File: src/rtl/cfg_load_pkg.sv
// rtl/cfg_load_pkg.sv - register offsets, sequencer states and layer-table field helpers
package cfg_load_pkg;

    localparam logic [4:0] REG_WEIGHT = 5'd0;
    localparam logic [4:0] REG_BIAS   = 5'd4;
    localparam logic [4:0] REG_OUT    = 5'd8;
    localparam logic [4:0] REG_LAYER  = 5'd12;
    localparam logic [4:0] REG_NEURON = 5'd16;
    localparam logic [4:0] REG_STATUS = 5'd24;
    localparam logic [4:0] REG_SRST   = 5'd28;

    typedef enum logic [2:0] {
        ST_IDLE,
        ST_SET_LAYER,
        ST_SET_NEURON,
        ST_FETCH,
        ST_LOAD,
        ST_PUSH,
        ST_FINISH
    } state_t;

    // Layer index is 0-based here; layer 1 sits in the least significant field.
    function automatic logic [7:0] neurons_of(input logic [63:0] packed_n, input logic [2:0] layer);
        return packed_n[{layer, 3'b000} +: 8];
    endfunction

    function automatic logic [15:0] weights_of(input logic [127:0] packed_w, input logic [2:0] layer);
        return packed_w[{layer, 4'b0000} +: 16];
    endfunction

endpackage

File: src/rtl/cfg_load_seq_if.sv
// rtl/cfg_load_seq_if.sv - parameter-memory read port and register-write request bundle
interface cfg_load_seq_if #(
    parameter int MEM_W  = 17,
    parameter int MEM_AW = 15
) ();

    logic              mem_en;
    logic [MEM_AW-1:0] mem_addr;
    logic [MEM_W-1:0]  mem_rdata;
    logic              cfg_valid;
    logic              cfg_ready;
    logic [4:0]        cfg_addr;
    logic [31:0]       cfg_wdata;

    modport master (
        output mem_en,
        output mem_addr,
        input  mem_rdata,
        output cfg_valid,
        input  cfg_ready,
        output cfg_addr,
        output cfg_wdata
    );

    modport slave (
        input  mem_en,
        input  mem_addr,
        output mem_rdata,
        input  cfg_valid,
        output cfg_ready,
        input  cfg_addr,
        input  cfg_wdata
    );

endinterface

File: src/rtl/cfg_load_seq.sv
// rtl/cfg_load_seq.sv - walks the packed weight/bias image and replays it as register writes
module cfg_load_seq
    import cfg_load_pkg::*;
#(
    parameter int             NUM_LAYERS = 4,
    parameter logic [63:0]    NEURONS_L  = 64'h0000_0000_0A0A_1E1E,
    parameter logic [127:0]   WEIGHTS_L  = 128'h0000_0000_0000_0000_000A_001E_001E_0310,
    parameter int             MEM_W      = 17,
    parameter int             MEM_AW     = 15
) (
    input  logic           s_axi_aclk,
    input  logic           s_axi_aresetn,
    input  logic           start,
    input  logic           abort,
    output logic           busy,
    output logic           done,
    cfg_load_seq_if.master bus
);

    localparam int         PAD    = 32 - MEM_W;
    localparam logic [3:0] NUM_L4 = 4'(NUM_LAYERS);

    state_t            state_q, state_d;
    logic [2:0]        layer_q, layer_d;
    logic [7:0]        neuron_q, neuron_d;
    logic [15:0]       weight_q, weight_d;
    logic [MEM_AW-1:0] ptr_q, ptr_d;
    logic [31:0]       wdata_q, wdata_d;
    logic              abort_pend_q, abort_pend_d;

    logic              busy_c, done_c, mem_en_c, cfg_valid_c;
    logic [4:0]        cfg_addr_c;

    logic [7:0]        n_cur;
    logic [15:0]       w_cur;
    logic              is_bias, last_neuron, last_layer, abort_now;
    logic [31:0]       next_layer_id, next_neuron_id, rdata_ext;

    always_comb begin
        n_cur          = neurons_of(NEURONS_L, layer_q);
        w_cur          = weights_of(WEIGHTS_L, layer_q);
        is_bias        = (weight_q >= w_cur);
        last_neuron    = (({1'b0, neuron_q} + 9'd1) >= {1'b0, n_cur});
        last_layer     = (({1'b0, layer_q} + 4'd1) >= NUM_L4);
        // A stalled abort is remembered so it still takes effect once the write lands.
        abort_now      = abort || abort_pend_q;
        next_layer_id  = {28'd0, ({1'b0, layer_q} + 4'd2)};
        next_neuron_id = {24'd0, (neuron_q + 8'd1)};
        rdata_ext      = {{PAD{1'b0}}, bus.mem_rdata};
    end

    always_ff @(posedge s_axi_aclk) begin
        if (!s_axi_aresetn) begin
            state_q      <= ST_IDLE;
            layer_q      <= '0;
            neuron_q     <= '0;
            weight_q     <= '0;
            ptr_q        <= '0;
            wdata_q      <= '0;
            abort_pend_q <= 1'b0;
        end else begin
            state_q      <= state_d;
            layer_q      <= layer_d;
            neuron_q     <= neuron_d;
            weight_q     <= weight_d;
            ptr_q        <= ptr_d;
            wdata_q      <= wdata_d;
            abort_pend_q <= abort_pend_d;
        end
    end

    always_comb begin
        state_d      = state_q;
        layer_d      = layer_q;
        neuron_d     = neuron_q;
        weight_d     = weight_q;
        ptr_d        = ptr_q;
        wdata_d      = wdata_q;
        abort_pend_d = abort_pend_q;
        busy_c       = 1'b1;
        done_c       = 1'b0;
        mem_en_c     = 1'b0;
        cfg_valid_c  = 1'b0;
        cfg_addr_c   = REG_WEIGHT;

        unique case (state_q)
            ST_IDLE: begin
                busy_c       = 1'b0;
                abort_pend_d = 1'b0;
                if (start && !abort) begin
                    state_d  = ST_SET_LAYER;
                    layer_d  = '0;
                    neuron_d = '0;
                    weight_d = '0;
                    ptr_d    = '0;
                    wdata_d  = 32'd1;
                end
            end

            ST_SET_LAYER: begin
                cfg_valid_c = 1'b1;
                cfg_addr_c  = REG_LAYER;
                if (bus.cfg_ready) begin
                    if (abort_now) begin
                        state_d = ST_IDLE;
                    end else if (n_cur == 8'd0) begin
                        // Empty layer: only its select is written.
                        if (last_layer) begin
                            state_d = ST_FINISH;
                        end else begin
                            layer_d = layer_q + 3'd1;
                            wdata_d = next_layer_id;
                        end
                    end else begin
                        state_d = ST_SET_NEURON;
                        wdata_d = '0;
                    end
                end
            end

            ST_SET_NEURON: begin
                cfg_valid_c = 1'b1;
                cfg_addr_c  = REG_NEURON;
                if (bus.cfg_ready) begin
                    state_d = abort_now ? ST_IDLE : ST_FETCH;
                end
            end

            ST_FETCH: begin
                mem_en_c = 1'b1;
                state_d  = abort ? ST_IDLE : ST_LOAD;
            end

            ST_LOAD: begin
                wdata_d = rdata_ext;
                state_d = abort ? ST_IDLE : ST_PUSH;
            end

            ST_PUSH: begin
                cfg_valid_c = 1'b1;
                cfg_addr_c  = is_bias ? REG_BIAS : REG_WEIGHT;
                if (bus.cfg_ready) begin
                    ptr_d = ptr_q + 1'b1;
                    if (abort_now) begin
                        state_d = ST_IDLE;
                    end else if (!is_bias) begin
                        weight_d = weight_q + 16'd1;
                        state_d  = ST_FETCH;
                    end else begin
                        weight_d = '0;
                        if (!last_neuron) begin
                            neuron_d = neuron_q + 8'd1;
                            wdata_d  = next_neuron_id;
                            state_d  = ST_SET_NEURON;
                        end else begin
                            neuron_d = '0;
                            if (!last_layer) begin
                                layer_d = layer_q + 3'd1;
                                wdata_d = next_layer_id;
                                state_d = ST_SET_LAYER;
                            end else begin
                                state_d = ST_FINISH;
                            end
                        end
                    end
                end
            end

            ST_FINISH: begin
                busy_c  = 1'b0;
                done_c  = !abort;
                state_d = ST_IDLE;
            end

            default: begin
                state_d = ST_IDLE;
            end
        endcase

        if (cfg_valid_c && !bus.cfg_ready && abort) begin
            abort_pend_d = 1'b1;
        end
    end

    assign busy          = busy_c;
    assign done          = done_c;
    assign bus.mem_en    = mem_en_c;
    assign bus.mem_addr  = ptr_q;
    assign bus.cfg_valid = cfg_valid_c;
    assign bus.cfg_addr  = cfg_addr_c;
    assign bus.cfg_wdata = wdata_q;

endmodule

File: src/flat_wrapper.sv
// flat-port wrapper written by rule: the top's interface ports become plain ports
module cfg_load_seq_flat import cfg_load_pkg::*;
#(
    parameter int             NUM_LAYERS = 4,
    parameter logic [63:0]    NEURONS_L  = 64'h0000_0000_0A0A_1E1E,
    parameter logic [127:0]   WEIGHTS_L  = 128'h0000_0000_0000_0000_000A_001E_001E_0310,
    parameter int             MEM_W      = 17,
    parameter int             MEM_AW     = 15
)
  (s_axi_aclk, s_axi_aresetn, start, abort, busy, done, bus_mem_en, bus_mem_addr, bus_mem_rdata, bus_cfg_valid, bus_cfg_ready, bus_cfg_addr, bus_cfg_wdata);
  cfg_load_seq_if #(.MEM_W(MEM_W), .MEM_AW(MEM_AW)) bus_i ();
  input  logic s_axi_aclk;
  input  logic s_axi_aresetn;
  input  logic start;
  input  logic abort;
  output logic busy;
  output logic done;
  output wire logic [$bits(bus_i.mem_en)-1:0] bus_mem_en;
  output wire logic [$bits(bus_i.mem_addr)-1:0] bus_mem_addr;
  input wire logic [$bits(bus_i.mem_rdata)-1:0] bus_mem_rdata;
  output wire logic [$bits(bus_i.cfg_valid)-1:0] bus_cfg_valid;
  input wire logic [$bits(bus_i.cfg_ready)-1:0] bus_cfg_ready;
  output wire logic [$bits(bus_i.cfg_addr)-1:0] bus_cfg_addr;
  output wire logic [$bits(bus_i.cfg_wdata)-1:0] bus_cfg_wdata;
  assign bus_mem_en = bus_i.mem_en;
  assign bus_mem_addr = bus_i.mem_addr;
  assign bus_i.mem_rdata = bus_mem_rdata;
  assign bus_cfg_valid = bus_i.cfg_valid;
  assign bus_i.cfg_ready = bus_cfg_ready;
  assign bus_cfg_addr = bus_i.cfg_addr;
  assign bus_cfg_wdata = bus_i.cfg_wdata;
  cfg_load_seq #(.NUM_LAYERS(NUM_LAYERS), .NEURONS_L(NEURONS_L), .WEIGHTS_L(WEIGHTS_L), .MEM_W(MEM_W), .MEM_AW(MEM_AW)) u_core (.s_axi_aclk(s_axi_aclk), .s_axi_aresetn(s_axi_aresetn), .start(start), .abort(abort), .busy(busy), .done(done), .bus(bus_i));
endmodule
File: config.mk
export PLATFORM = sky130hd
export DESIGN_NAME = cfg_load_seq_flat
export DESIGN_NICKNAME = d
export VERILOG_FILES = /design/src/rtl/cfg_load_pkg.sv /design/src/rtl/cfg_load_seq_if.sv /design/src/rtl/cfg_load_seq.sv /design/src/flat_wrapper.sv
export SDC_FILE = /design/constraint.sdc
export NUM_CORES = 1
export LEC_CHECK = 0
export BUFFER_PORTS_ARGS = -buffer_cell sky130_fd_sc_hd__buf_2
export CAP_MARGIN = 10
export CORE_AREA = 5 5 108 85
export CTS_CLUSTER_SIZE = 14
export DETAILED_ROUTE_END_ITERATION = 10
export DIE_AREA = 0 0 113 90
export GPL_ROUTABILITY_DRIVEN = 0
export GPL_TIMING_DRIVEN = 0
export PLACE_DENSITY = 0.82
export SLEW_MARGIN = 25
export SYNTH_ARGS = -nofsm -noshare
export SYNTH_HDL_FRONTEND = slang
export SYNTH_SLANG_ARGS = --single-unit
export TNS_END_PERCENT = 20
File: constraint.sdc
create_clock -name s_axi_aclk -period 2.7 [get_ports s_axi_aclk]
set_clock_uncertainty 0.05 [all_clocks]
set_input_delay 0.27 -clock s_axi_aclk [delete_from_list [all_inputs] [get_ports s_axi_aclk]]
set_output_delay 0.27 -clock s_axi_aclk [all_outputs]
set_load 0.02 [all_outputs]
Word-level counts from Yosys, hierarchy flattened
Cells that the tools add are included.

word-level totals
  RAM bits = 0
  word-level logic and storage cells = 112
  flip-flop bits (word level) = 78
  memories = 0
  latch bits = 0
  input port bits = 22
  output and inout bits = 56
  memory bits (read-only) = 0

operators by class
  reduce and logical (&&, ||, !) cells = 20
  $lt $le $gt $ge = 3
  mux-type cells = 57
  bitwise logic cells = 0
  shift operators = 2
  add/subtract/negate cells = 7
  equal/unequal tests = 16
  $mul = 0
  divide/modulo/power cells = 0

operator list
  cell                                                                             count
  32-bit two-way mux                                                               9
  32-bit case mux with 4 select lines                                              1
  128-bit by 8-bit variable part select with 16-bit output (first input constant)  1
  3-bit two-way mux                                                                23
  16-bit two-way mux                                                               4
  64-bit by 7-bit variable part select with 8-bit output (first input constant)    1
  8-bit two-way mux                                                                5
  16-bit case mux with 2 select lines                                              1
  15-bit two-way mux                                                               2
  15-bit case mux with 2 select lines                                              1
  3-bit case mux with 6 select lines                                               1
  16-bit by 1-bit adder with 16-bit output (second input constant)                 1
  16-bit greater-or-equal comparator                                               1
  8-bit case mux with 2 select lines                                               1
  15-bit by 1-bit adder with 15-bit output (second input constant)                 1
  5-bit case mux with 3 select lines                                               1
  2-bit != test (second input constant)                                            5
  5-bit AND reduction                                                              2
  8-bit by 1-bit adder with 9-bit output (second input constant)                   1
  3-bit equality test (second input constant)                                      3
  9-bit by 8-bit greater-or-equal comparator with 1-bit output                     1
  3-bit case mux with 3 select lines                                               1
  9-bit AND reduction                                                              1
  8-bit by 1-bit adder with 8-bit output (second input constant)                   1
  other kinds (23)                                                                 36

Logic depth before layout (Yosys ltp)
Gate-level depths: netlist of run 1.

  depth in word-level cells = 8
  mapped depth = 12
  gate-level depth less buffers = 11

Worst setup path before layout of run 1
OpenSTA, ideal clock, no wires.

  path type = reg2reg
  start = register u_core.neuron_q[0]
  end = register u_core.wdata_q[22] (netlist: u_core.bus.cfg_wdata[22])
  path buffers = 1
  setup slack = 144 ps
  clock period less this slack = 2556 ps
  library setup time = 116 ps
  stages on the path, launching flop included = 11
  required time = 2534 ps
  arrival time = 2390 ps
  path through = dfxtp_1 ha_1 nand3_1 xnor2_1 ha_1 or3_1 a211oi_4 a21oi_2 or2_1 buf_2 and3_1

between the ends
  word-level cells in the longest chain between the ends = 7

RTL lines
  element                                                       line                 RTL
  start, declared                                               cfg_load_seq.sv:25   logic [7:0] neuron_q, neuron_d;
  start signal, assigned                                        cfg_load_seq.sv:64   neuron_q <= neuron_d;
  8-bit by 1-bit adder with 9-bit output                        cfg_load_seq.sv:43   last_neuron = (({1'b0, neuron_q} + 9'd1) >= {1'b0, n_cur});
  9-bit by 8-bit greater-or-equal comparator with 1-bit output  cfg_load_seq.sv:43
  32-bit two-way mux                                            cfg_load_seq.sv:151  if (!last_neuron) begin
  32-bit two-way mux                                            cfg_load_seq.sv:146  end else if (!is_bias) begin
  32-bit two-way mux                                            cfg_load_seq.sv:144  if (abort_now) begin
  32-bit two-way mux                                            cfg_load_seq.sv:142  if (bus.cfg_ready) begin
  32-bit case mux with 4 select lines                           cfg_load_seq.sv:86   unique case (state_q)
  end signal, assigned                                          cfg_load_seq.sv:67   wdata_q <= wdata_d;
  end, declared                                                 cfg_load_seq.sv:28   logic [31:0] wdata_q, wdata_d;

No other way between the ends. The select of a mux whose other input is x is not followed.
A chain may end at the register's enable or synchronous reset.

Worst setup path after layout of run 1
  start = register u_core.layer_q[1]
  end = register u_core.wdata_q[31] (netlist: u_core.bus.cfg_wdata[31])

between the ends
  word-level cells in the longest chain between the ends = 8
  elaborated cells on any way between the ends = 18
  classes of those cells = add/sub: 1; order compare: 3; eq/ne: 1; shift: 2; mux: 9; reduce/logical: 2

RTL lines
  element                                                                                                               line                RTL
  start, declared                                                                                                       cfg_load_seq.sv:24  logic [2:0] layer_q, layer_d;
  start signal, assigned                                                                                                cfg_load_seq.sv:63  layer_q <= layer_d;
  parallel branches: the longest is 8 deep, another holds 9-bit by 8-bit greater-or-equal comparator with 1-bit output  n/a

Parallel ways; which one is timed is not known. The select of a mux whose other input is x is not followed.

==> run metrics, run 1 <==
status=finished clean; routed wire length=11,300 µm; filler instances=677; min Tclk post-route=roughly 2700 ps; synth warn=0; critical path, cell by cell=inv_1 -> ha_1 -> inv_1 -> ha_1 -> or3_4 -> a211oi_4 -> a21oi_4 -> or2_4 -> clkbuf_4 -> and3_1; Skew-Pair Late Insertion Delay=around 350 ps; R2R depth=10; CTS Sinks=just under 80; async set-reset flop share out of synthesis=0%; CP peak stage delay=370 ps; multi-input logic area=2370 µm²; MaxCap Viol Count=0; Synth Flop Type=dfxtp_1; maximum clock path buffer count=2; hold path cells=3; grt ovf=0; R2R Path Start=u_core.layer_q[1]; Sum Neg Setup Slack=0 ps; reg2reg end=u_core.bus.cfg_wdata[31]; top post-synthesis cells by area=dfxtp_1, ha_1, nor2_1, nand2_1, a21oi_1; layout cell share with drive strength beyond 1=about 28%; final hold vios=0; pwr dens=slightly above 500 nW/µm²; total number of vias=3,845; Post-synth EDFFs=0; largest net degree at the start of global routing=14; post-synth top area share=40.2%; Antenna Nets Post-Route=0; hold_buf cts=0; peak supply drop=around 260 µV; Worst slew margin=51.7%; H-Tree Level Count=3; # rows=29; crit end category=register; synthesized area per cell=about 8.4 µm²; CTS tree=built; worst setup path class=register to register; worst hold path class=input port to register; RSZ-0062 raised after global routing=true; IO buf count=74; Worst Path Arrival=2890 ps; Hold Slack=104 ps; critical path launch point type=register; final setup margin=16.9 ps; Static Leak=2.09 nW; height of the chip=90 µm; Die Area=~10,000 µm²; sequential area share after synthesis=40.2%; Initial Util=a little under 50%; leading area contributor after synthesis=dfxtp_1; Residual DRC=0; initial antenna violation count=0; Detail Placement HPWL=about 7700 µm; Core Area=8090 µm²; wire per inst=approximately 17 µm; Global Route Usage Sum=21.1%; number of buffers created by CTS=9; Final Max Slew Viols=0; end of the worst hold path=u_core.bus.cfg_wdata[9]; Sequential cell area=~1600 µm²; worst-path fanout max=10; Ports=78; drt pass-1 iters=6; first-pass GRT wire length=17,700 µm; Critical Path RT=about 2900 ps; Vias per Instance=5.71; Yosys reg bits=between 70 and 80; layout overhead on the synthesized area=26.1%; fmax=373 MHz; hold path startpoint=bus_mem_rdata[9]; Root Buffer=clkbuf_8; unique cell type count in the Yosys netlist=61; cells after synthesis=465; number of global-route vias before repair=3,692; Die W=113 µm; final cycle utilization of the critical path=99.4%; Final setup viols=0; Least-Margin Pin Slew=720 ps; most common cell in the netlist=dfxtp_1; final core occ=60.6%; Post-synth top cells=dfxtp_1, nor2_1, nand2_1; R2R Setup Slk=20 ps; DR iter-0 viols=359; ANT cells=0; CTS clk-pin slew, worst paths=80 ps; Place WS=-274 ps; mapped cell area=3890 µm²; slowest library cell on the worst path=or3_4; fin nets=602
## cell type report
type | count | area share (%)
inverters | 19 | 1.51
clock buffers | 10 | 2.60
repair buffers | 84 | 9.32
well taps | 108 | 2.76
flip-flops and latches | 78 | 32.2
multi-input cells | 347 | 48.4
clock inverters | 5 | 0.766
plain buffers | 22 | 2.45
## critical path, delay by kind of cell, from the launching register on
family,cells,cell delay [ps]
fa+ha+maj,2,410
compound gates,2,480
flops,1,360
buf+inv,3,430
simple gates,3,850
## cell families after synthesis
family	share of synthesized area, %
other cells	0.0964
mux	1.29
xor+xnor	5.86
flops	40.2
fa+ha+maj	6.11
simple gates	25.0
buf+inv	4.60
compound gates	16.9
## through the flow
stage	power, mW	cell area [µm²]	cells
after global routing	2.57	4900	673
after floorplan	1.52	3890	466
after global placement	1.64	4400	648
after detailed placement	1.66	4400	648
after CTS	2.43	4710	670
final	2.47	4900	673
## power by group
part	total, mW	switching [mW]	internal [mW]
logic	0.520	0.327	0.194
registers	1.20	0.0255	1.17
clock network	0.755	0.425	0.330
total	2.47	0.777	1.70
## metal layers
| metal | GRT usage (%) | vias to the layer above | share of wire, % |
|---|---|---|---|
| li1 | - | 1824 | - |
| met1 | 26.9 | 1772 | 41 |
| met2 | 33.9 | 197 | 48 |
| met3 | 6.51 | 52 | 8.1 |
| met4 | 7.01 | 0 | 3.3 |
| met5 | 0 | - | 0 |
## state kept, by name, indices dropped and copies added (netlist names)
register and flops:
u_core.bus.cfg_wdata 32, u_core.bus.mem_addr 15, u_core.weight_q 16, u_core.layer_q 3, u_core.abort_pend_q 1, u_core.neuron_q 8
u_core.state_q 3
## placed cells by master, fill, tap and decap left out, types with 7 or more instances in the layout
master	netlist	routed
buf_2	5	76
dfxtp_1	78	72
nor2_1	51	49
nand2_1	48	48
o21ai_0	27	26
a21oi_1	30	26
and3_1	24	24
xor2_1	17	16
nor3_1	15	14
inv_1	17	12
clkbuf_1	12	12
nand3_1	11	10
buf_4	3	10
ha_1	19	10
clkbuf_8	0	9
xnor2_1	9	8
ha_4	0	8
nand2b_1	7	7
or3_1	9	7
## what timing repair did
item	CTS	global route
pin swaps	9	15
cloned	0	1
gates resized for setup	28	39
setup buffers	7	2
setup endpoints to repair	49	50
## how the worst max path moves through the flow
stage | startpoint | cells past startpoint | end | slack [ps]
floorplan | u_core.neuron_q[0] | 10 | u_core.bus.cfg_wdata[22] | 140
global placement | u_core.neuron_q[0] | 10 | u_core.bus.cfg_wdata[26] | -190
detailed placement | u_core.neuron_q[0] | 10 | u_core.bus.cfg_wdata[29] | -270
CTS | u_core.layer_q[1] | 11 | bus_cfg_addr[2] | -30
global route | u_core.layer_q[0] | 14 | u_core.neuron_q[4] | -90
finish | u_core.layer_q[1] | 10 | u_core.bus.cfg_wdata[31] | 20
Note: power is estimated with default switching activity, not from simulation.
==> inputs of run 2 (changes only) <==
--- a/config.mk
+++ b/config.mk
@@ -5,15 +5,16 @@
 export SDC_FILE = /design/constraint.sdc
 export NUM_CORES = 1
 export LEC_CHECK = 0
+export ABC_AREA = 1
 export BUFFER_PORTS_ARGS = -buffer_cell sky130_fd_sc_hd__buf_2
 export CAP_MARGIN = 10
-export CORE_AREA = 5 5 108 85
+export CORE_AREA = 5 5 113 88
 export CTS_CLUSTER_SIZE = 14
 export DETAILED_ROUTE_END_ITERATION = 10
-export DIE_AREA = 0 0 113 90
+export DIE_AREA = 0 0 118 93
 export GPL_ROUTABILITY_DRIVEN = 0
 export GPL_TIMING_DRIVEN = 0
-export PLACE_DENSITY = 0.82
+export PLACE_DENSITY = 0.83
 export SLEW_MARGIN = 25
 export SYNTH_ARGS = -nofsm -noshare
 export SYNTH_HDL_FRONTEND = slang
==> run 2 against run 1 <==
- wire length up 3.7%
- via count is 17% higher
- area after synthesis grew 11%
- power grew 43%
- sequential share of layout area is 2.6 points lower
- register-to-register slack improved by 120 ps
- worst hold slack better by 86 ps
- first-iteration DRC count grew 3.3%
- clock power is 77% higher
- global-route usage fell by 0.36 points
- largest cell class unchanged
==> run metrics, run 2 <==
synth warn=0; Post-synth EDFFs=0; top post-synthesis cells by area=dfxtp_1, nand2_1, nor2_1, inv_1, nand3_1; hold_buf cts=0; Core Area=just under 9000 µm²; highest-count cells in the layout ignoring fill and taps=nand2_1, nor2_1, buf_2; initial antenna violation count=0; mux contribution to synthesized area=0%; first-pass GRT wire length=19,300 µm; Synth Area in Compound Gates=8.24%; status=finished clean; Worst slew margin=52.4%; drt pass-1 iters=5; final non-filler cell total=852; R2R Setup Slk=140 ps; mapped cell area=4330 µm²; Die Area=~11,000 µm²; worst hold path class=input port to register; pwr dens=about 670 nW/µm²; Global Route Usage Sum=20.8%; IO buf count=75; crit end category=output pin; Worst Path Arrival=around 2300 ps; CTS tree=built; MaxCap Viol Count=0; ANT cells=0; DR iter-0 viols=371; grt ovf=0; R2R Path Start=u_core.neuron_q[1]; Place WS=-199 ps; async set-reset flop share out of synthesis=0%; synthesized area per cell=6.72 µm²; Final setup viols=0; Antenna Nets Post-Route=0; most common cell in the netlist=nand2_1; Synth Flop Type=dfxtp_1; peak supply drop=373 µV; Sum Neg Setup Slack=0 ps; cells after synthesis=644; Ports=78; H-Tree Level Count=3; Skew-Pair Late Insertion Delay=340 ps; placed cells=roughly 830; reg2reg end=u_core.bus.cfg_wdata[28]; unique cell type count in the Yosys netlist=39; Least-Margin Pin Slew=711 ps; wire per inst=13.7 µm; filler instances=around 790; Root Buffer=clkbuf_16; leading area contributor after synthesis=dfxtp_1; CP endpoint=bus_cfg_addr[2]; crit path launch=u_core.layer_q[0]; final hold vios=0; RSZ-0062 raised after global routing=true; final cycle utilization of the critical path=97.0%; fmax=between 300 and 400 MHz; total number of vias=approximately 4,500; CTS Sinks=slightly below 80; post-synth top area share=about 36%; Detail Placement HPWL=8450 µm; min Tclk post-route=2620 ps; fin nets=776; layout cell share with drive strength beyond 1=21.8%; number of global-route vias before repair=4,265; Die W=118 µm; Vias per Instance=5.29; fraction of synthesized cell area in xor and xnor cells=1.62%; routed wire length=11,700 µm; Residual DRC=0; R2R depth=15; finished layout cell area=5300 µm²; Static Leak=2.53 nW; Post-DP Area=around 4800 µm²; Post-synth top cells=nand2_1, nor2_1, dfxtp_1; Critical Path RT=2380 ps; most common cell after layout, fill and taps aside=nand2_1; CTS clk-pin slew, worst paths=60 ps; adder-cell share of the synthesized area=about 5.5%; Largest register FFs=32; worst setup path class=register to output pin; sequential area share after synthesis=36.1%; largest family of logic cells by synthesized area=simple AND/OR/NAND/NOR gates; Initial Util=49.3%; largest net degree at the start of global routing=15; layout overhead on the synthesized area=22.4%; critical path launch point type=register; maximum clock path buffer count=2; # rows=30; number of buffers created by CTS=9; Yosys reg bits=78; final setup margin=80.8 ps; simple-gate share of the synthesized area=39.1%; height of the chip=93 µm; worst-path fanout max=5; Final Max Slew Viols=0
==> run 2: changes by cell type after synthesis, moves of 6 or more <==
cell / previous run / this run
nand3_1: 11 / 48
nor2_2: 0 / 12
inv_1: 17 / 74
o21ai_0: 27 / 16
xnor2_1: 9 / 3
nand2b_1: 7 / 0
xor2_1: 17 / 5
nand2_1: 48 / 170
nor2_1: 51 / 102
or3_1: 9 / 0
and3_1: 24 / 2
==> run 2: cell type report <==
type	count	area (µm²)	share of cell area, %
inverters	79	299	5.64
multi-input cells	470	2440	46.1
repair buffers	79	408	7.70
well taps	112	140	2.64
clock buffers	10	239	4.51
clock inverters	6	92.6	1.75
plain buffers	18	113	2.13
flip-flops and latches	78	1570	29.5
==> run 2: critical path, cell delays in order (launching register included) <==
cell	delay (ps)
dfxtp_2	350
inv_1	90
ha_1	220
nor2_2	140
inv_1	80
ha_4	220
a21oi_1	140
nand2_1	90
nand2_1	60
nand2_1	60
nand2_2	100
nand3_4	110
nand2_1	70
nand2_1	60
buf_4	150
==> run 2: cells by family (layout without fill, tap and decap cells) <==
kind of cell / after synthesis / after routing
AOI/OAI and AO/OA: 61 / 61
xor gates and xnor gates: 8 / 8
adders and majority gates: 19 / 19
buffers and inverters: 97 / 192
DFF: 78 / 78
other: 1 / 2
and+or+nand+nor: 380 / 380
==> run 2: through the flow <==
step,total power [mW],util [%],hold slack [ps]
after floorplan,1.93,-,365
after global placement,2.12,55.2,368
after detailed placement,2.16,55.2,371
after CTS,3.51,59.2,188
after global routing,3.72,60.3,195
final,3.55,60.3,190
==> run 2: routing by layer <==
metal	up-vias	GRT usage, %	share of wire (%)
li1	2225	-	-
met1	2086	26.1	43
met2	167	35.3	49
met3	30	4.11	6.2
met4	0	8.21	2.2
met5	-	0	0
==> run 2: where the power goes <==
| part | switching [mW] | total [mW] | internal (mW) | leakage, nW |
|---|---|---|---|---|
| sequential | 0.0637 | 1.29 | 1.23 | 0.633 |
| clock | 0.502 | 1.34 | 0.841 | 0.156 |
| combinational | 0.593 | 0.912 | 0.320 | 1.74 |
==> run 2: repair_timing <==
item	4_1_cts	5_1_grt
pin swaps	1	5
buffers inserted	0	4
setup endpoints to repair	32	32
hold endpoints to repair	0	0
gates resized for setup	6	18
==> run 2: how the worst min path moves through the flow <==
stage | start | endpoint | slack (ps) | depth (start not counted)
2_1_floorplan | u_core.neuron_q[7] | u_core.neuron_q[7] | 370 | 2
3_3_place_gp | u_core.bus.cfg_wdata[24] | u_core.bus.cfg_wdata[24] | 370 | 2
3_5_place_dp | u_core.bus.cfg_wdata[27] | u_core.bus.cfg_wdata[27] | 370 | 2
4_1_cts | abort | u_core.abort_pend_q | 190 | 3
5_1_grt | abort | u_core.abort_pend_q | 200 | 3
6_report | abort | u_core.abort_pend_q | 190 | 3
